[config.mk]
export PLATFORM = sky130hd
export DESIGN_NAME = router_fifo
export DESIGN_NICKNAME = d
export VERILOG_FILES = /design/src/rtl/router_fifo.sv
export SDC_FILE = /design/constraint.sdc
export NUM_CORES = 1
export LEC_CHECK = 0
export ABC_AREA = 1
export CAP_MARGIN = 30
export CORE_ASPECT_RATIO = 2
export CORE_MARGIN = 1
export CORE_UTILIZATION = 55
export CTS_BUF_LIST = sky130_fd_sc_hd__clkbuf_8 sky130_fd_sc_hd__clkbuf_16
export CTS_CLUSTER_DIAMETER = 60
export CTS_CLUSTER_SIZE = 12
export DETAILED_ROUTE_END_ITERATION = 8
export PLACE_DENSITY_LB_ADDON = 0.15
export SLEW_MARGIN = 20
export SYNTH_ARGS = -nofsm -noshare
export SYNTH_HDL_FRONTEND = slang
export SYNTH_SLANG_ARGS = --single-unit
[constraint.sdc]
create_clock -name clock -period 4.11 [get_ports clock]
set_clock_uncertainty 0.15 [all_clocks]
set_input_delay 0.411 -clock clock [delete_from_list [all_inputs] [get_ports clock]]
set_output_delay 0.411 -clock clock [all_outputs]
set_load 0.03 [all_outputs]
[src/rtl/router_fifo.sv]
// Per-destination output FIFO of the 1x3 router: stores header-tagged bytes and
// tracks remaining packet length so data_out returns to zero once a packet is drained.
module router_fifo #(
    parameter int DEPTH  = 16,
    parameter int AWIDTH = 4,
    parameter int DWIDTH = 8
) (
    input  logic              clock,
    input  logic              resetn,
    input  logic              soft_reset,
    input  logic              write_enb,
    input  logic              read_enb,
    input  logic              lfd_state,
    input  logic [DWIDTH-1:0] data_in,
    output logic [DWIDTH-1:0] data_out,
    output logic              full,
    output logic              empty
);

    localparam logic [AWIDTH:0] PTR_ONE = {{AWIDTH{1'b0}}, 1'b1};

    logic [DWIDTH:0]   mem_q [DEPTH];
    logic [AWIDTH:0]   wr_ptr_q, wr_ptr_d;
    logic [AWIDTH:0]   rd_ptr_q, rd_ptr_d;
    logic [6:0]        pkt_cnt_q, pkt_cnt_d;
    logic [DWIDTH-1:0] data_out_q, data_out_d;
    logic [DWIDTH:0]   rd_word;
    logic              wr_acc, rd_acc;

    assign empty   = (wr_ptr_q == rd_ptr_q);
    assign full    = (wr_ptr_q[AWIDTH] != rd_ptr_q[AWIDTH]) &&
                     (wr_ptr_q[AWIDTH-1:0] == rd_ptr_q[AWIDTH-1:0]);
    assign wr_acc  = write_enb && !full;
    assign rd_acc  = read_enb && !empty;
    assign rd_word = mem_q[rd_ptr_q[AWIDTH-1:0]];

    always_comb begin
        wr_ptr_d   = wr_ptr_q;
        rd_ptr_d   = rd_ptr_q;
        pkt_cnt_d  = pkt_cnt_q;
        data_out_d = data_out_q;
        if (soft_reset) begin
            wr_ptr_d   = '0;
            rd_ptr_d   = '0;
            pkt_cnt_d  = '0;
            data_out_d = '0;
        end else begin
            if (wr_acc) wr_ptr_d = wr_ptr_q + PTR_ONE;
            if (rd_acc) begin
                rd_ptr_d   = rd_ptr_q + PTR_ONE;
                data_out_d = rd_word[DWIDTH-1:0];
                // Header byte carries payload length in [7:2]; +1 accounts for parity.
                if (rd_word[DWIDTH])
                    pkt_cnt_d = 7'(rd_word[DWIDTH-1:2]) + 7'd1;
                else if (pkt_cnt_q != 7'd0)
                    pkt_cnt_d = pkt_cnt_q - 7'd1;
            end else if (pkt_cnt_q == 7'd0) begin
                data_out_d = '0;
            end
        end
    end

    always_ff @(posedge clock or negedge resetn) begin
        if (!resetn) begin
            wr_ptr_q   <= '0;
            rd_ptr_q   <= '0;
            pkt_cnt_q  <= '0;
            data_out_q <= '0;
        end else begin
            wr_ptr_q   <= wr_ptr_d;
            rd_ptr_q   <= rd_ptr_d;
            pkt_cnt_q  <= pkt_cnt_d;
            data_out_q <= data_out_d;
        end
    end

    // Soft reset only clears header markers; stale data is unreachable once pointers reset.
    always_ff @(posedge clock or negedge resetn) begin
        if (!resetn) begin
            for (int i = 0; i < DEPTH; i++) mem_q[i] <= '0;
        end else if (soft_reset) begin
            for (int i = 0; i < DEPTH; i++) mem_q[i][DWIDTH] <= 1'b0;
        end else if (wr_acc) begin
            mem_q[wr_ptr_q[AWIDTH-1:0]] <= {lfd_state, data_in};
        end
    end

    assign data_out = data_out_q;

endmodule

==> impl_metrics.tcl <==
set metrics [dict create \
    dr.pass1.iters 5 \
    rsz0062_at_grt "false" \
    worst-setup-path-type "reg -> out" \
    drv_slew 0 \
    antenna_found_initial 0 \
    ios 24 \
    fin_crit_ns 3.15 \
    drc 0 \
    end_kind "output pin" \
    hold_class "reg -> reg" \
    ctsResizeCount 0 \
    clkSinkCount 169 \
    crit_start "rd_ptr_q[0]" \
    htree_levels 4 \
    syn_area_mm2 0.00848 \
    die_area_mm2 0.0160 \
    dp.final_hpwl_um 14700 \
    drive_gt1_share_pct 5.65 \
    grt_pass1_wl_um 36100 \
    rows 63 \
    tightest_slew_ns 0.808 \
    status "completed" \
    synth_cells 1092 \
    yosysSeqAreaShare_pct 49.9 \
    worstHoldStart "mem_q[74]" \
    coreArea_mm2 0.0150 \
    grt.overflow.total 0 \
    clkLatencyLatePin_ns 0.43 \
    async_reset_ff_share_pct 100 \
    fin_crit_sh_pct 76.6 \
    clk_path_buf_depth 2 \
    area_growth_pct 9.47 \
    synth_cell_type_count 36 \
    max_freq_ghz 0.318 \
    ys_seq_elements 169 \
    vias_per_cell 5.49 \
    path_clk_slew_ns 0.06 \
    drtIter0Drc 581 \
    hold_viol_final 0 \
    fillers 1446 \
    relSlewSlack_pct 46.1 \
    wl_per_cell_um 16.9 \
    clockRootBuffer "clkbuf_16" \
    dieHeight_um 178 \
    syn_area_per_cell_um2 7.77 \
    n_antenna_cell 0 \
    ant_nets 0 \
    grt_pass1_vias 7076 \
    drt-total-wl_um 21900 \
    nets 1107 \
    r2r-start "rd_ptr_q[0]" \
    cts_made_buffers 17 \
    synth_flop_cell "dfrtp_1" \
    place_congestion 0.937 \
    pre_cts_ws_ns 1.26 \
    syn_nets 1114 \
    arrival_ns 2.59 \
    worst-path-max-fanout 51 \
    final-setup-viol-count 0 \
    grtUsageTotal_pct 29.6 \
    synth_enable_flop_cells 0 \
    start_util_pct 56.6 \
    ir_drop_mv 0.257 \
    worst_slack_ns 0.962 \
    die_w_um 89.8 \
    start_kind "flip-flop" \
    cts_tree "built" \
    vias 7094 \
    drv_cap 0 \
    p_leak_uw 0.00448 \
    grt_max_degree 88 \
    io_buffers 23 \
    fin_tns_setup_ns 0 \
    power_density_mw_per_mm2 487 \
    cp.required_ns 3.55 \
    yosysWarnings 0 \
]
[report_power, final]
part / internal (µW) / total (µW) / switching (µW)
registers: 1810 / 1900 / 93.2
logic: 327 / 997 / 670
clock network: 933 / 1620 / 689
[Yosys cell counts (3+ instances only)]
master      n  area share (%)
inv_2       4            0.18
nor2_1     80             3.5
inv_1      88             3.9
clkbuf_1   12            0.53
or2_2       3            0.22
xnor2_1     5            0.52
nand4_1     3            0.22
nand2_1   354              16
nor3_1      5            0.30
dfrtp_1   169              50
o21ai_0   111             6.6
clkbuf_2    9            0.53
buf_2      17             1.0
nand2_4     9             1.2
a22oi_1     4            0.35
a21oi_1    17             1.0
nand3_1    77             4.5
buf_6       9             1.2
ha_1        8             1.2
xor2_1      4            0.41
o21ai_1    76             4.5
buf_4       9            0.80
[state kept, by name, indices dropped and copies added (netlist names)]
name,flops
mem_q,144
pkt_cnt_q,7
wr_ptr_q,5
rd_ptr_q,5
data_out,8
[what timing repair did]
action,CTS,global route
hold endpoints to repair,85,0
hold buffers,1,0
buffers inserted,0,0
[cells by family after synthesis]
family,after synthesis,share of synthesized area [%]
AO/OA/AOI/OAI,219,13.4
XOR/XNOR,9,0.929
adder cells (fa/ha/maj),8,1.18
buffers and inverters,152,8.44
flip-flops,169,49.9
AND/OR/NAND/NOR,535,26.2
[layer usage]
layer	global-route usage, %	part of all wire (%)	vias to the layer above
li1	-	-	3475
met5	0	0	-
met1	33.5	39	3376
met3	4.41	3.4	63
met2	52.2	52	180
met4	18.1	4.9	0
[final cells by class]
cell class	count	area [µm²]	area share, %
inverter	94	353	3.80
multi-input combinational	771	3540	38.1
tap	195	244	2.63
sequential	169	4230	45.6
timing repair buffer	32	327	3.52
clock buffer	19	453	4.88
clock inverter	13	141	1.52
[path summary, 6_finish.rpt]
| kind | endpoint | slack [ns] | depth (start not counted) |
|---|---|---|---|
| worst max-delay path | empty | 0.96 | 6 |
| worst min-delay path | mem_q[74] | 0.33 | 2 |
| worst max register to register | mem_q[133] | 1.38 | 8 |
| worst min register to register | mem_q[74] | 0.33 | 2 |
| max in group asynchronous | mem_q[36] | 2.45 | 3 |
| min in group asynchronous | rd_ptr_q[4] | 0.46 | 2 |
[stage by stage]
stage	total power, µW	utilization [%]	hold WS, ns	cell area, µm²	cells
floorplan	2630	-	-0.0346	8480	1092
global placement	2900	58.0	0.311	8680	1260
detailed placement	2920	58.0	0.318	8680	1260
CTS	4520	62.0	0.335	9280	1293
global route	4740	62.0	0.348	9280	1293
finish	4520	62.0	0.334	9280	1293
[cells in the final DEF, fill, tap and decap left out, types with 6 or more instances in the layout]
master             n
nor2_1            80
clkdlybuf4s50_1   22
dfrtp_1          168
a21oi_1           17
inv_1             88
o21ai_1           76
o21ai_0          111
nand2_1          354
clkbuf_16         17
nand2_4            9
ha_1               8
buf_4              6
nand3_1           77
[critical path: stages, from the launching register on]
cell             delay, ns
dfrtp_2               0.36
buf_4                 0.47
xnor2_1               0.18
nand4_1               0.13
or2_2                 0.30
inv_1                 0.05
clkdlybuf4s50_1       0.66
Power figures use the tool's default switching activity.
